**config.mk**
```make
export PLATFORM = sky130hd
export DESIGN_NAME = multi_blinker
export DESIGN_NICKNAME = d
export VERILOG_FILES = /design/src/rtl/multi_blinker.sv
export SDC_FILE = /design/constraint.sdc
export NUM_CORES = 1
export LEC_CHECK = 0
export CORE_ASPECT_RATIO = 1.4
export CORE_MARGIN = 2
export CORE_UTILIZATION = 33
export CTS_CLUSTER_DIAMETER = 50
export DETAILED_ROUTE_END_ITERATION = 8
export REMOVE_ABC_BUFFERS = 1
export SETUP_SLACK_MARGIN = 0.4
export SLEW_MARGIN = 40
export SYNTH_ARGS = -nofsm -noshare
export SYNTH_HDL_FRONTEND = slang
export SYNTH_SLANG_ARGS = --single-unit
```
**constraint.sdc**
```tcl
create_clock -name clk -period 2.05 [get_ports clk]
set_input_delay 0.205 -clock clk [delete_from_list [all_inputs] [get_ports clk]]
set_output_delay 0.205 -clock clk [all_outputs]
set_load 0.01 [all_outputs]
```
**src/rtl/multi_blinker.sv**
```systemverilog
// Multi-channel programmable blinker: per-channel power-of-two blink rate,
// adjusted one channel at a time by edge-detected shift buttons.
module multi_blinker #(
  parameter int unsigned CHANNELS   = 4,
  parameter int unsigned CH_W       = 2,
  parameter int unsigned RATE_W     = 3,
  parameter int unsigned BASE_LOG2  = 4,
  parameter int unsigned RESET_RATE = 3,
  parameter int unsigned FLASH      = 1
) (
  input  logic                       clk,
  input  logic                       rst,
  input  logic [CH_W-1:0]            ch_sel,
  input  logic                       shift_left,
  input  logic                       shift_right,
  input  logic [CHANNELS-1:0]        enable,
  output logic [CHANNELS-1:0]        out,
  output logic [CHANNELS*RATE_W-1:0] rate
);

  localparam int unsigned CNT_W = BASE_LOG2 + (1 << RATE_W) - 1;
  localparam logic [RATE_W-1:0] RATE_MAX  = '1;
  localparam logic [RATE_W-1:0] RATE_INIT = RATE_W'(RESET_RATE);

  logic                               prev_l_q, prev_r_q;
  logic [CHANNELS-1:0][RATE_W-1:0]    rate_q, rate_d;
  logic [CHANNELS-1:0][CNT_W-1:0]     cnt_q, cnt_d;
  logic [CHANNELS-1:0][CNT_W-1:0]     cnt_last;
  logic [CHANNELS-1:0]                out_q, out_d;
  logic [CHANNELS-1:0]                restart;
  logic                               rise_l, rise_r, sel_valid;

  // State registers
  always_ff @(posedge clk or negedge rst) begin
    if (!rst) begin
      prev_l_q <= 1'b0;
      prev_r_q <= 1'b0;
      for (int unsigned c = 0; c < CHANNELS; c++) begin
        rate_q[c] <= RATE_INIT;
      end
      cnt_q <= '0;
      out_q <= '0;
    end else begin
      prev_l_q <= shift_left;
      prev_r_q <= shift_right;
      rate_q   <= rate_d;
      cnt_q    <= cnt_d;
      out_q    <= out_d;
    end
  end

  // Button steps, restart, and per-channel counter/output next state
  always_comb begin
    rise_l    = shift_left & ~prev_l_q;
    rise_r    = shift_right & ~prev_r_q;
    sel_valid = 32'(ch_sel) < CHANNELS;
    rate_d    = rate_q;
    cnt_d     = cnt_q;
    out_d     = out_q;
    restart   = '0;
    cnt_last  = '0;
    for (int unsigned c = 0; c < CHANNELS; c++) begin
      // H-1 as a low-bit mask; a shift of the full width yields all ones
      cnt_last[c] = ~({CNT_W{1'b1}} << (BASE_LOG2 + 32'(rate_q[c])));
      if (sel_valid && (ch_sel == CH_W'(c))) begin
        if (rise_l && !rise_r && (rate_q[c] != RATE_MAX)) begin
          rate_d[c]  = rate_q[c] + RATE_W'(1);
          restart[c] = 1'b1;
        end else if (rise_r && !rise_l && (rate_q[c] != '0)) begin
          rate_d[c]  = rate_q[c] - RATE_W'(1);
          restart[c] = 1'b1;
        end
      end
      if (restart[c] || !enable[c]) begin
        cnt_d[c] = '0;
        out_d[c] = 1'b0;
      end else if (cnt_q[c] == cnt_last[c]) begin
        cnt_d[c] = '0;
        out_d[c] = (FLASH != 0) ? ~out_q[c] : 1'b1;
      end else begin
        cnt_d[c] = cnt_q[c] + CNT_W'(1);
        out_d[c] = (FLASH != 0) ? out_q[c] : 1'b0;
      end
    end
  end

  assign out  = out_q;
  assign rate = rate_q;

endmodule

```
---- Yosys cells after proc, flatten, opt, wreduce, memory -nomap -nowiden ----
Cells that the tools add are included.
operators by class
  $add $sub $neg .......................... 16
  mux-type cells .......................... 36
  reductions and logical operators ........ 37
  bitwise gates (word level) .............. 12
  eq/ne operators ......................... 11
  shifts and indexed selects .............. 4
operator list
  kind                                                                  number
  11-bit two-way mux                                                    8
  11-bit by 1-bit adder with 11-bit output (second input constant)      4
  11-bit == test                                                        4
  11-bit NOT                                                            4
  11-bit by 4-bit << shifter with 11-bit output (first input constant)  4
  3-bit two-way mux                                                     8
  1-bit two-way mux                                                     20
  3-bit by 3-bit adder with 4-bit output (first input constant)         4
  2-bit nonzero test                                                    8
  3-bit by 1-bit adder with 3-bit output (second input constant)        4
  3-bit inequality test (second input constant)                         4
  3-bit nonzero test                                                    4
  3-bit by 1-bit subtractor with 3-bit output (second input constant)   4
  1-bit logical AND                                                     10
  2-bit AND reduction                                                   4
  1-bit logical NOT                                                     6
  1-bit NOT                                                             6
  2-bit == test (second input constant)                                 2
  1-bit logical OR                                                      4
  1-bit AND                                                             2
  2-bit by 1-bit == test with 1-bit output (second input constant)      1
  2-bit logical NOT                                                     1
storage, ports and cells
  output and inout bits ................... 16
  bits in registers ....................... 62
  input bits .............................. 10

---- Longest topological paths before layout ----
  word-level depth ........................ 10
  depth in mapped cells ................... 7
  gate-level depth less buffers ........... 6

---- Least setup slack after synthesis ----
Ideal clock, no wire load.
  path kind ............................... flip-flop to flip-flop
  from .................................... register rate_q (netlist bit rate[10])
  to ...................................... register cnt_q[35] (netlist bit)
  data required time ...................... 1925 ps
  clock period less this slack ............ 2010 ps
  library setup time ...................... 125 ps
  setup slack ............................. 40 ps
  stages on the path, launching flop included .. 7
  arrival ................................. 1885 ps
  buffers on the path ..................... 2
  cells stage by stage .................... dfstp_2 -> buf_2 -> nand3_1 -> or4_4 -> a311oi_4 -> buf_6 -> nor3_1
RTL lines
  what                    line  source
  start, declared         26    logic [CHANNELS-1:0][RATE_W-1:0] rate_q, rate_d;
  start signal, assigned  46    rate_q <= rate_d;
  end signal, assigned    47    cnt_q <= cnt_d;
  end, declared           27    logic [CHANNELS-1:0][CNT_W-1:0] cnt_q, cnt_d;

==> impl_metrics.ini <==
[run_status]
status = finished clean

[detailed_routing]
drtIter0Drc = 123
dr.pass1.iters = 4
wl_per_cell_um = 15.9
vias = 3272
viasPerCell = 5.21
ant_nets = 0
drc_errors = 0
wl_mm = 10.0

[floorplan]
die_x_um = 93.5
ios = 26
coreArea_mm2 = 0.0109
num_rows = 45
fp.dieH_um = 129
dieArea_mm2 = 0.0121
start_util_pct = 34.1

[layout]
antenna_cells = 0
regArea_mm2 = 0.00156
multi_input_area_mm2 = 0.00259
postLayoutCellArea_mm2 = 0.00583
instances_no_fill = 628
layout-drive-gt1-share_pct = 44.4
utilization_pct = 53.6
fillCellCount = 902
num-nets-final = 503
area_growth_pct = 57.4

[logic_synthesis]
netlist_area_mm2 = 0.00370
netlist_instances = 377
ys_async_sr_fraction_pct = 100
ys.flop_type = dfrtp_1
synth_cell_types = 64
synth_warnings = 0
synthesis.area_per_instance_um2 = 9.82
synth_edf_count = 0
ys_seq_area_share_pct = 42.2
ys_seq_elements = 62

[global_routing]
use_met2_pct = 29.1
antenna_found_initial = 0
gr-usage-all-layers_pct = 16.7
grt_max_degree = 63
grt_pass1_vias = 3300
use_met3_pct = 3.78
met1_usage_pct = 19.7
top_usage_layer = met2
grt_pass1_wl_mm = 15.9
grt-ovfl-total = 0

[cts]
clk_latency_ps = 340
clk_path_buf_depth = 2
numCtsBuffers = 9
root_buffer = clkbuf_16
cts_sinks = 62
htree_levels = 3
clk_pin_slew_ps = 50
cts_tree = yes

[setup_path]
max_stage_delay_ps = 570
crit_family = simple AND/OR/NAND/NOR gates
crit_path_end_kind = flop
cp_max_fo = 6
arrival_ps = 2230
start_kind = flop
crit_path_top_delay_cell = dfstp_2
critPathKind = flop to flop
reg2reg_from = rate[10]
path_cells = nand3_2 > or4_4 > a311oi_4 > buf_4 > buf_16 > nor3_2
critPathLaunch = rate[10]
cp_data_required_time_ps = 2270
cp_num_buf_inv = 2

[hold_path]
hp-class = primary input to flop
min_from = shift_right

[power]
ir_drop_uv = 516
power_leakage_nw = 2.42
p_per_area_mw_per_mm2 = 1040

[timing]
clock-skew-final_ps = 6.96
worstMarginPinSlew_ps = 363
final_max_slew_viol_count = 0
hold_viol = 0
setup_viol = 0
slew_headroom_pct = 75.8
grt_setup_unrepaired = yes
min_period_ps = 2010
setup_ws_ps = 35.6
finalCritPeriodShare_pct = 98.3
fmaxAchievable_mhz = 496

[placed_design]
placement.io_buffers = 25
place_area_mm2 = 0.00431
dp.final_hpwl_mm = 5.74
routabilityCongestion = 0.838
place_ws_ps = -121
place_inst = 560

[run]
maxCapViolations = 0
-- final timing paths --
kind / end / slack [ps] / cells after the start
max: cnt_q[36] / 40 / 6
min in group asynchronous: cnt_q[14] / 400 / 3
max reg2reg: cnt_q[36] / 40 / 6
max in group asynchronous: rate[10] / 1310 / 3
min: prev_r_q / 390 / 1
min reg2reg: cnt_q[0] / 480 / 1
-- power by group --
| group | switching [W] | internal, W |
|---|---|---|
| registers | 0.000267 | 0.00144 |
| clock network | 0.000544 | 0.00107 |
| logic | 0.00125 | 0.00146 |
-- final cells by class --
cell class                      instances  area share, %
Clock inverter                          3          0.687
Inverter                               10          0.644
Tap cell                              141           3.03
Multi-Input combinational cell        285           44.5
Sequential cell                        62           26.8
Timing Repair Buffer                  114           19.5
Clock buffer                           13           4.81
-- state kept, by name (all words and copies together), names as in the netlist --
register  cells
out           4
cnt_q        44
prev_l_q      1
rate         12
prev_r_q      1
-- per-layer routing --
metal / share of wire [%] / vias up
met5: 0 / -
met4: 2.6 / 0
met3: 2.8 / 21
met2: 53 / 50
met1: 41 / 1645
li1: - / 1556
-- timing repair --
item | in CTS | in global routing
hold buffers | 1 | 0
pin swaps | 37 | 33
setup endpoints to repair | 68 | 67
gates cloned | 3 | 0
gates resized for setup | 78 | 111
endpoints found under the hold margin | 54 | 0
setup buffers | 32 | 16
-- per-stage QoR --
stage          total power, W  TNS, ps  hold slack, ps
2_1_floorplan         0.00254        0           -90.6
4_1_cts               0.00546        0             374
3_3_place_gp          0.00327     -344             238
5_1_grt               0.00636    -72.2             406
6_report              0.00603        0             394
3_5_place_dp          0.00331    -2040             245
-- Yosys cell counts, types with 7 or more instances --
master,instances,area share [%]
xnor2_1,23,5.4
nand2_1,25,2.5
nor3_1,24,3.2
inv_1,10,1.0
xor2_1,28,6.6
nand4_1,7,1.2
nor2_1,34,3.4
o21ai_0,8,1.1
ha_1,7,2.4
buf_2,10,1.4
dfstp_2,8,5.7
nand3_1,28,3.8
dfrtp_1,54,36
-- placed cells by master, fill, tap and decap left out, types with 6 or more instances in the layout --
cell type / count
nor3_4: 9
dfstp_2: 8
nor2_1: 21
buf_6: 29
and3_1: 6
ha_1: 7
dfrtp_1: 52
inv_1: 10
xnor2_2: 8
nand2_1: 24
clkdlybuf4s50_1: 12
nand3_1: 21
buf_4: 49
clkbuf_16: 10
xnor2_1: 14
nor3_2: 12
nor2_4: 11
xor2_1: 28
nand4_1: 7
-- cells by family after synthesis --
logic type	count (synthesis)	share of synthesized area [%]
and+or+nand+nor	162	22.7
muxes	6	1.76
DFF	62	42.2
AOI/OAI and AO/OA	55	12.3
buffers and inverters	30	4.46
xor gates and xnor gates	51	12.1
adders and majority gates	11	4.53
Note: power is estimated with default switching activity, not from simulation.
